### src/rtl/vga_timing_pkg.sv
// Shared timing constants for the 1024x768 @ 75 MHz display path.
// Defaults are overridable per instance through vga_timing_gen parameters.
package vga_timing_pkg;

  localparam int unsigned CNT_W   = 12;
  localparam int unsigned FRAME_W = 16;
  localparam int unsigned CNT_MAX = 4096;

  localparam int unsigned H_ACTIVE_D = 1024;
  localparam int unsigned H_FP_D     = 24;
  localparam int unsigned H_SYNC_D   = 136;
  localparam int unsigned H_BP_D     = 144;
  localparam int unsigned H_TOTAL_D  = H_ACTIVE_D + H_FP_D + H_SYNC_D + H_BP_D;

  localparam int unsigned V_ACTIVE_D = 768;
  localparam int unsigned V_FP_D     = 3;
  localparam int unsigned V_SYNC_D   = 6;
  localparam int unsigned V_BP_D     = 29;
  localparam int unsigned V_TOTAL_D  = V_ACTIVE_D + V_FP_D + V_SYNC_D + V_BP_D;

  localparam int unsigned HS_START_D = H_ACTIVE_D + H_FP_D;
  localparam int unsigned HS_END_D   = HS_START_D + H_SYNC_D - 1;
  localparam int unsigned VS_START_D = V_ACTIVE_D + V_FP_D;
  localparam int unsigned VS_END_D   = VS_START_D + V_SYNC_D - 1;

  localparam logic        SYNC_POL_D = 1'b0;
  localparam logic        SYNC_ON_D  = SYNC_POL_D;
  localparam logic        SYNC_OFF_D = ~SYNC_POL_D;
  localparam int unsigned SYNC_DLY_D = 1;

  // Pin level for a sync that is (active=1) or is not (active=0) asserted.
  function automatic logic sync_level(input logic pol, input logic active);
    return active ? pol : ~pol;
  endfunction

endpackage

### src/rtl/sync_delay_line.sv
// Fixed-depth shift register carrying {hsync, vsync} to match downstream pipeline latency.
module sync_delay_line #(
  parameter int unsigned     DEPTH   = 1,
  parameter int unsigned     W       = 2,
  parameter logic [W-1:0]    RST_VAL = '1
) (
  input  logic         clk,
  input  logic         rstn,
  input  logic [W-1:0] i_d,
  output logic [W-1:0] o_q
);

  logic [W-1:0] r_stage [DEPTH];

  always_ff @(posedge clk or negedge rstn) begin
    if (!rstn) begin
      for (int i = 0; i < int'(DEPTH); i++) r_stage[i] <= RST_VAL;
    end else begin
      r_stage[0] <= i_d;
      for (int i = 1; i < int'(DEPTH); i++) r_stage[i] <= r_stage[i-1];
    end
  end

  assign o_q = r_stage[DEPTH-1];

endmodule

### src/rtl/vga_timing_gen.sv
// Display timing generator: h/v counters, video_on/frame_start decode, frame counter,
// and latency-matched sync pins.
module vga_timing_gen
  import vga_timing_pkg::*;
#(
  parameter int unsigned H_ACTIVE = H_ACTIVE_D,
  parameter int unsigned H_FP     = H_FP_D,
  parameter int unsigned H_SYNC   = H_SYNC_D,
  parameter int unsigned H_BP     = H_BP_D,
  parameter int unsigned V_ACTIVE = V_ACTIVE_D,
  parameter int unsigned V_FP     = V_FP_D,
  parameter int unsigned V_SYNC   = V_SYNC_D,
  parameter int unsigned V_BP     = V_BP_D,
  parameter logic        SYNC_POL = SYNC_POL_D,
  parameter int unsigned SYNC_DLY = SYNC_DLY_D
) (
  input  logic               clk,
  input  logic               rstn,
  output logic [CNT_W-1:0]   pixel_column,
  output logic [CNT_W-1:0]   pixel_row,
  output logic               video_on,
  output logic               horiz_sync,
  output logic               vert_sync,
  output logic               frame_start,
  output logic [FRAME_W-1:0] frame_count
);

  localparam int unsigned H_TOTAL  = H_ACTIVE + H_FP + H_SYNC + H_BP;
  localparam int unsigned V_TOTAL  = V_ACTIVE + V_FP + V_SYNC + V_BP;
  localparam int unsigned HS_START = H_ACTIVE + H_FP;
  localparam int unsigned HS_END   = HS_START + H_SYNC - 1;
  localparam int unsigned VS_START = V_ACTIVE + V_FP;
  localparam int unsigned VS_END   = VS_START + V_SYNC - 1;
  localparam logic        SYNC_OFF = sync_level(SYNC_POL, 1'b0);

  if (H_TOTAL > CNT_MAX || V_TOTAL > CNT_MAX) begin : g_cnt_range_chk
    $error("vga_timing_gen: H_TOTAL/V_TOTAL exceed 12-bit counter range");
  end
  if (SYNC_DLY > 4) begin : g_dly_range_chk
    $error("vga_timing_gen: SYNC_DLY must be 0..4");
  end

  logic [CNT_W-1:0]   r_col, r_row;
  logic               r_video_on, r_frame_start;
  logic [FRAME_W-1:0] r_frame_count;

  logic [CNT_W-1:0]   w_col_nxt, w_row_nxt;
  logic               w_col_last, w_row_last, w_frame_start_nxt;
  logic [1:0]         w_sync_nxt, w_sync_q;

  // Next counter position; all registered outputs are decoded from it so they share one clock.
  always_comb begin
    w_col_last        = (r_col == CNT_W'(H_TOTAL - 1));
    w_row_last        = (r_row == CNT_W'(V_TOTAL - 1));
    w_col_nxt         = w_col_last ? '0 : r_col + CNT_W'(1);
    w_row_nxt         = r_row;
    if (w_col_last) w_row_nxt = w_row_last ? '0 : r_row + CNT_W'(1);
    w_frame_start_nxt = (w_col_nxt == '0) && (w_row_nxt == '0);
    w_sync_nxt[1]     = sync_level(SYNC_POL, (w_col_nxt >= CNT_W'(HS_START)) &&
                                             (w_col_nxt <= CNT_W'(HS_END)));
    w_sync_nxt[0]     = sync_level(SYNC_POL, (w_row_nxt >= CNT_W'(VS_START)) &&
                                             (w_row_nxt <= CNT_W'(VS_END)));
  end

  // Counters sit at the last position in reset so the first edge lands on (0,0).
  always_ff @(posedge clk or negedge rstn) begin
    if (!rstn) begin
      r_col         <= CNT_W'(H_TOTAL - 1);
      r_row         <= CNT_W'(V_TOTAL - 1);
      r_video_on    <= 1'b0;
      r_frame_start <= 1'b0;
      r_frame_count <= '0;
    end else begin
      r_col         <= w_col_nxt;
      r_row         <= w_row_nxt;
      r_video_on    <= (w_col_nxt < CNT_W'(H_ACTIVE)) && (w_row_nxt < CNT_W'(V_ACTIVE));
      r_frame_start <= w_frame_start_nxt;
      if (w_frame_start_nxt) r_frame_count <= r_frame_count + FRAME_W'(1);
    end
  end

  // One stage aligns syncs with the counters; SYNC_DLY more match the colorizer pipeline.
  sync_delay_line #(
    .DEPTH   (SYNC_DLY + 1),
    .W       (2),
    .RST_VAL ({SYNC_OFF, SYNC_OFF})
  ) u_sync_dly (
    .clk  (clk),
    .rstn (rstn),
    .i_d  (w_sync_nxt),
    .o_q  (w_sync_q)
  );

  assign pixel_column = r_col;
  assign pixel_row    = r_row;
  assign video_on     = r_video_on;
  assign frame_start  = r_frame_start;
  assign frame_count  = r_frame_count;
  assign horiz_sync   = w_sync_q[1];
  assign vert_sync    = w_sync_q[0];

endmodule

### config.mk
export PLATFORM = sky130hd
export DESIGN_NAME = vga_timing_gen
export DESIGN_NICKNAME = d
export VERILOG_FILES = /design/src/rtl/vga_timing_pkg.sv /design/src/rtl/sync_delay_line.sv /design/src/rtl/vga_timing_gen.sv
export SDC_FILE = /design/constraint.sdc
export NUM_CORES = 1
export LEC_CHECK = 0
export CAP_MARGIN = 30
export CORE_MARGIN = 10
export CORE_UTILIZATION = 55
export CTS_BUF_LIST = sky130_fd_sc_hd__clkbuf_8
export DETAILED_ROUTE_END_ITERATION = 16
export GPL_TIMING_DRIVEN = 0
export PLACE_DENSITY = 0.84
export SETUP_SLACK_MARGIN = 0.4
export SLEW_MARGIN = 20
export SYNTH_ARGS = -nofsm -noshare
export SYNTH_HDL_FRONTEND = slang
export SYNTH_HIERARCHICAL = 1
export SYNTH_SLANG_ARGS = --single-unit
### constraint.sdc
create_clock -name clk -period 6.65 [get_ports clk]
set_input_delay 0.9975 -clock clk [delete_from_list [all_inputs] [get_ports clk]]
set_output_delay 0.9975 -clock clk [all_outputs]
set_load 0.03 [all_outputs]
==> flow_summary.toml, run 1 <==
[outcome]
outcome = "finished, final reports clean"

[cts]
cts.repair.resized = 0
cts_num_sinks = 46
h-tree-depth = 2
clkLatencyLatePin_ns = 0.31
cts_tree = "done"
cts_buffer_depth = 2
hold_buffers = 0
clockRootBuffer = "clkbuf_8"
cts.clk_slew.worst_paths_ns = 0.10
postCtsSetupBuffers = 0
cts_buffers = 5

[worst_setup_path]
rrSetupSlack_ns = 3.25
critPathArrivalTime_ns = 3.64
worst_ep_required_time_ns = 6.89
cp_max_fo = 10
critPathMaxStageDelay_ns = 0.59
path_common_cell = "nand4_1"
path_buf_inv = 1
cp_slowest_cell = "dfstp_2"
criticalPathCategory = "flip-flop to flip-flop"
path_delay_family = "simple AND/OR/NAND/NOR gates"
path_cells = "ha_1 -> nand4_1 -> nor4_4 -> mux2_2 -> a211oi_1 -> nand4_1 -> buf_2 -> nor4_1 -> xor2_1"
endpoint_kind = "flip-flop"
r2r-end = "frame_count[13]"
reg2reg_depth = 9
cp-start-kind = "flip-flop"
timing.rr.start = "pixel_column[0]"

[global_route]
grt_pass1_vias = 2269
track_usage_pct = 15.92
antenna_found_initial = 0
grt_use_met3_pct = 5.154
use_met2_pct = 26.33
busiest_layer = "met2"
grt_pass1_wl_mm = 11.07
grt_max_degree = 25
grt.overflow.total = 0
use_met1_pct = 19.11

[finish]
nets = 326
final_common_cell = "clkdlybuf4s50_1"
fin_cells = 387
synthToLayoutAreaGrowth_pct = 24.41
n_antenna_cell = 0
drive_gt1_share_pct = 19.38
final_cell_mix = "44 x clkdlybuf4s50_1, 30 x dfrtp_1, 21 x xor2_1"
fill_cells = 378

[drt]
routed_wl_mm = 6.500
drtIter0Drc = 212
first_pass_iters = 4
avgRoutedWirePerCell_um = 16.80
drc = 0
vias_per_cell = 5.850
vias = 2264
ant_nets = 0

[timing]
clock.fmax_mhz = 293.8
slew_headroom_pct = 61.99
slew_viol_final = 0
tns_ns = 0
setup_viol = 0
min_period_ns = 3.403
skew_ns = 0.01516
tightest_slew_ns = 0.5702
min_period_over_period_pct = 51.18
rsz0062_at_grt = "false"
hold_viol_final = 0

[synthesis]
ys.flop_type = "dfrtp_1"
synth.distinct_cells = 60
synth_area_um2 = 2726
yosys_warnings = 6
synth_edf_count = 0
syn_avg_cell_area_um2 = 10.25
syn_nets = 273
ys_seq_area_share_pct = 42.96
async_flop_share_pct = 100.0
ys_ff_latch = 46
synthCells = 266

[power]
power_density_nw_per_um2 = 145.7
power.leakage_nw = 1.447
ir_drop_mv = 0.08658

[worst_hold_path]
min-delay-path-class = "flip-flop to flip-flop"
min-delay-start = "u_sync_dly/r_stage[2]"
hold_end = "u_sync_dly/o_q[0]"
holdPathStages = 0

[placed_design]
post-dp-hpwl_mm = 4.794
gp_congestion = 0.8433
placedCellCount = 379
io_buffer_count = 45

[die]
rows = 25
core_area_um2 = 4755
ios = 46
die_y_um = 90.41
initial_utilization_pct = 57.34
fp.dieArea_um2 = 8173
die_w_um = 90.41

[run]
drv_cap = 0
power breakdown:
group          switching (mW)  total (mW)  internal [mW]  leakage (nW)
registers                   0       0.280          0.280         0.576
clock network          0.0962       0.207          0.111        0.0579
logic                 0.00555     0.00740        0.00185         0.814
logic make-up (layout without fill, tap and decap cells):
family | Yosys count | count (layout) | share of synthesized area, %
fa+ha+maj | 5 | 5 | 2.295
xor+xnor | 33 | 33 | 10.60
buf+inv | 26 | 80 | 6.792
mux | 4 | 4 | 1.744
compound gates | 34 | 34 | 8.995
flops | 46 | 46 | 42.96
simple gates | 118 | 118 | 26.62
synthesized netlist by cell type (2+ instances only):
cell / instances / area share [%]
buf_4: 4 / 1.1
nand3_1: 20 / 3.7
dfstp_2: 16 / 15
xor2_1: 21 / 6.7
nor3_1: 11 / 2.0
or4_1: 2 / 0.55
ha_1: 5 / 2.3
and4_1: 5 / 1.6
o31ai_1: 2 / 0.55
a21oi_2: 2 / 0.64
and3_2: 2 / 0.55
a211oi_1: 3 / 0.83
o21ai_2: 2 / 0.64
mux2_2: 2 / 0.83
nor2_1: 14 / 1.9
nand2_1: 16 / 2.2
clkbuf_8: 3 / 1.5
and3_1: 4 / 0.92
o21a_1: 2 / 0.55
buf_6: 5 / 2.1
nand4_1: 10 / 2.3
dfrtp_1: 30 / 28
nor3b_1: 2 / 0.55
and2_1: 2 / 0.46
xnor2_1: 12 / 3.9
nor4_1: 14 / 3.2
nor4b_1: 2 / 0.64
o21ai_0: 6 / 1.1
a32oi_1: 2 / 0.64
a21oi_1: 5 / 0.92
inv_1: 11 / 1.5
how the worst max path moves through the flow:
stage | start | end | slack, ns | cells after the start
floorplan | pixel_column[4] | frame_count[1] | 3.53 | 8
global placement | rstn | frame_count[12] | 3.36 | 1
detailed placement | pixel_column[0] | frame_count[4] | 3.29 | 9
CTS | pixel_column[0] | frame_count[4] | 3.28 | 9
global route | pixel_column[0] | frame_count[10] | 2.88 | 9
finish | pixel_column[0] | frame_count[13] | 3.25 | 9
worst reg2reg max path: cells and delay by family, from the launching register on:
kind	cells	cell delay, ns
AND/OR/NAND/NOR	4	1.41
XOR/XNOR	1	0.18
buffers and inverters	1	0.29
flip-flops	1	0.59
adder cells (fa/ha/maj)	1	0.25
multiplexers	1	0.39
AO/OA/AOI/OAI	1	0.23
sequential cells by signal, summed over array words and instances (netlist names):
signal	cells
u_sync_dly/r_stage	2
pixel_column	12
u_sync_dly/o_q	2
pixel_row	12
frame_start	1
frame_count	16
video_on	1
metrics by stage:
stage | area [um^2] | worst slack (ns) | total power, mW | util [%] | hold slack (ns)
6_report | 3392 | 3.247 | 0.4943 | 71.34 | 0.3594
3_3_place_gp | 3261 | 3.357 | 0.2912 | 68.58 | 0.3457
4_1_cts | 3392 | 3.280 | 0.4987 | 71.34 | 0.3595
5_1_grt | 3392 | 2.876 | 0.5099 | 71.34 | 0.3657
3_5_place_dp | 3283 | 3.294 | 0.2930 | 69.05 | 0.3498
2_1_floorplan | 2726 | 3.528 | 0.2852 | - | 0.3452
routing by layer:
metal	share of wire (%)	up-vias
li1	-	1083
met1	44	1102
met2	48	66
met3	7.0	13
met4	1.4	0
met5	0	-
final cells by class:
| class | count | area, um^2 | share of cell area (%) |
|---|---|---|---|
| Sequential cell | 46 | 1171 | 34.53 |
| Clock inverter | 3 | 40.04 | 1.180 |
| Clock buffer | 5 | 68.82 | 2.029 |
| Timing Repair Buffer | 46 | 473.0 | 13.94 |
| Multi-Input combinational cell | 194 | 1370 | 40.39 |
| Inverter | 11 | 41.29 | 1.217 |
| Buffer | 15 | 143.9 | 4.242 |
| Tap cell | 67 | 83.83 | 2.471 |
(Power assumes the default switching activity.)
==> run 2: changes to the inputs <==
--- a/config.mk
+++ b/config.mk
@@ -7,11 +7,11 @@
 export LEC_CHECK = 0
 export CAP_MARGIN = 30
 export CORE_MARGIN = 10
-export CORE_UTILIZATION = 55
+export CORE_UTILIZATION = 50
 export CTS_BUF_LIST = sky130_fd_sc_hd__clkbuf_8
 export DETAILED_ROUTE_END_ITERATION = 16
 export GPL_TIMING_DRIVEN = 0
-export PLACE_DENSITY = 0.84
+export PLACE_DENSITY = 0.81
 export SETUP_SLACK_MARGIN = 0.4
 export SLEW_MARGIN = 20
 export SYNTH_ARGS = -nofsm -noshare
==> constraint.sdc (replaced) <==
create_clock -name clk -period 2.77 [get_ports clk]
set_input_delay 0.4155 -clock clk [delete_from_list [all_inputs] [get_ports clk]]
set_output_delay 0.4155 -clock clk [all_outputs]
set_load 0.03 [all_outputs]
==> run 2 against run 1 <==
  * The flow now finishes with violations (negative setup slack)
  * Utilization rose by 3.7 points
  * Largest power group unchanged
  * Highest routed layer unchanged
  * Critical path type unchanged
  * Sequential power rose by 140%
  * Non-clock buffer count rose by 22
  * Clock skew fell by 0.0037 ns
  * Die area rose by 7.7%
==> flow_summary.toml, run 2 (same netlist as run 1, synthesis figures left out) <==
[outcome]
outcome = "complete, but fails checks"
violations = "negative setup slack"

[timing]
rsz0062_at_grt = "true"
setup_viol = 18
slew_viol_final = 0
clock.fmax_mhz = 340.7
min_period_ns = 2.935
tightest_slew_ns = 0.5588
min_period_over_period_pct = 106.0
slew_headroom_pct = 62.22
skew_ns = 0.01141
final.setup.worst_slack_ns = -0.1650
hold_viol_final = 0
tns_ns = -1.611

[finish]
nets = 348
fin_area_um2 = 3908
final_common_cell = "clkdlybuf4s50_1"
final_core_util_pct = 75.07
largest_reg_flops = 16
synthToLayoutAreaGrowth_pct = 43.32
fin_cells = 412
final_cell_mix = "44 x clkdlybuf4s50_1, 24 x dfrtp_1, 21 x buf_4"
n_antenna_cell = 0
drive_gt1_share_pct = 35.09

[worst_setup_path]
path_buf_inv = 1
cp_slowest_cell = "or4b_4"
crit_start = "pixel_column[9]"
endpoint_kind = "flip-flop"
path_cells = "or4b_4 -> nor4_4 -> mux2_4 -> a211oi_2 -> nand4_1 -> buf_4 -> nor4_2 -> xor2_1"
criticalPathCategory = "flip-flop to flip-flop"
path_delay_family = "simple AND/OR/NAND/NOR gates"
worst_ep_required_time_ns = 3.00
cp.depth = 8
cp_max_fo = 10
r2r-end = "frame_count[5]"
critPathArrivalTime_ns = 3.17
cp-start-kind = "flip-flop"
reg2reg_depth = 8
worstSetupEndpoint = "frame_count[5]"
critPathMaxStageDelay_ns = 0.56
rrSetupSlack_ns = -0.16
timing.rr.start = "pixel_column[9]"

[cts]
clkLatencyLatePin_ns = 0.31
cts.clk_slew.worst_paths_ns = 0.09
cts_tree = "done"
cts_buffer_depth = 2
clockRootBuffer = "clkbuf_8"
cts_buffers = 5
cts_num_sinks = 46
hold_buffers = 0
h-tree-depth = 2

[drt]
vias_per_cell = 6.083
drtIter0Drc = 328
vias = 2506
ant_nets = 0
drc = 0
first_pass_iters = 5
avgRoutedWirePerCell_um = 19.60
routed_wl_mm = 8.076

[die]
fp.dieArea_um2 = 8806
die_y_um = 93.84
rows = 26
ios = 46
die_w_um = 93.84
initial_utilization_pct = 52.38
core_area_um2 = 5205

[global_route]
grt_pass1_vias = 2466
grt_pass1_wl_mm = 11.95
grt_max_degree = 28
grt.overflow.total = 0
antenna_found_initial = 0
track_usage_pct = 16.61

[power]
ir_drop_mv = 0.3748
power.leakage_nw = 1.616
power_density_nw_per_um2 = 284.9

[placed_design]
post-dp-hpwl_mm = 4.828
gp_congestion = 0.8706
place_ws_ns = -0.4106
place_area_um2 = 3356
placedCellCount = 382
io_buffer_count = 45

[run]
drv_cap = 0

[worst_hold_path]
min-delay-path-class = "input port to asynchronous set/reset pin"
## run 2: cell types whose count changed in the layout (fill, tap and decap cells not counted), sizes merged
cell and change:
buf +23, inv +2, bufinv -1, clkinv -2
## run 2: final cells by class
class / instances / area, um^2
inverter: 11 / 41.29
clock inverter: 2 / 7.507
sequential: 46 / 1179
clock buffer: 6 / 82.58
multi-input combinational: 194 / 1695
timing repair buffer: 68 / 649.4
buffer: 15 / 165.2
fill: 342 / 1297
tap: 70 / 87.58
## run 2: worst min-delay path by stage
stage | slack (ns) | start | end | cells after the start
2_1_floorplan | 0.12 | rstn | frame_count[0] | 0
3_3_place_gp | 0.35 | u_sync_dly/r_stage[3] | u_sync_dly/o_q[1] | 0
3_5_place_dp | 0.35 | u_sync_dly/r_stage[2] | u_sync_dly/o_q[0] | 0
4_1_cts | 0.06 | rstn | frame_count[3] | 1
5_1_grt | 0.06 | rstn | frame_start | 1
6_report | 0.04 | rstn | frame_count[3] | 1
## run 2: through the flow
stage / hold slack, ns / power [mW]
2_1_floorplan: 0.1199 / 0.6847
3_3_place_gp: 0.3472 / 0.6990
3_5_place_dp: 0.3472 / 0.7020
4_1_cts: 0.05661 / 1.120
5_1_grt: 0.06153 / 1.160
6_report: 0.04153 / 1.113
## run 2: power breakdown
part	internal [mW]	switching [mW]	total, mW	leakage, nW
sequential	0.672	0	0.672	0.567
combinational	0.00332	0.0133	0.0166	0.996
clock	0.196	0.228	0.425	0.0538
## run 2: layer usage
| layer | track usage [%] | up-vias | wire length (um) |
|---|---|---|---|
| li1 | - | 1133 | - |
| met1 | 20.01 | 1226 | 3065 |
| met2 | 27.88 | 113 | 4091 |
| met3 | 4.077 | 34 | 689 |
| met4 | 6.203 | 0 | 229 |
| met5 | 0 | - | 0 |
## run 2: what timing repair did
action | 4_1_cts | 5_1_grt
resized for setup | 34 | 21
setup buffers | 15 | 7
pin swaps | 6 | 9
endpoints found under the setup margin | 19 | 20
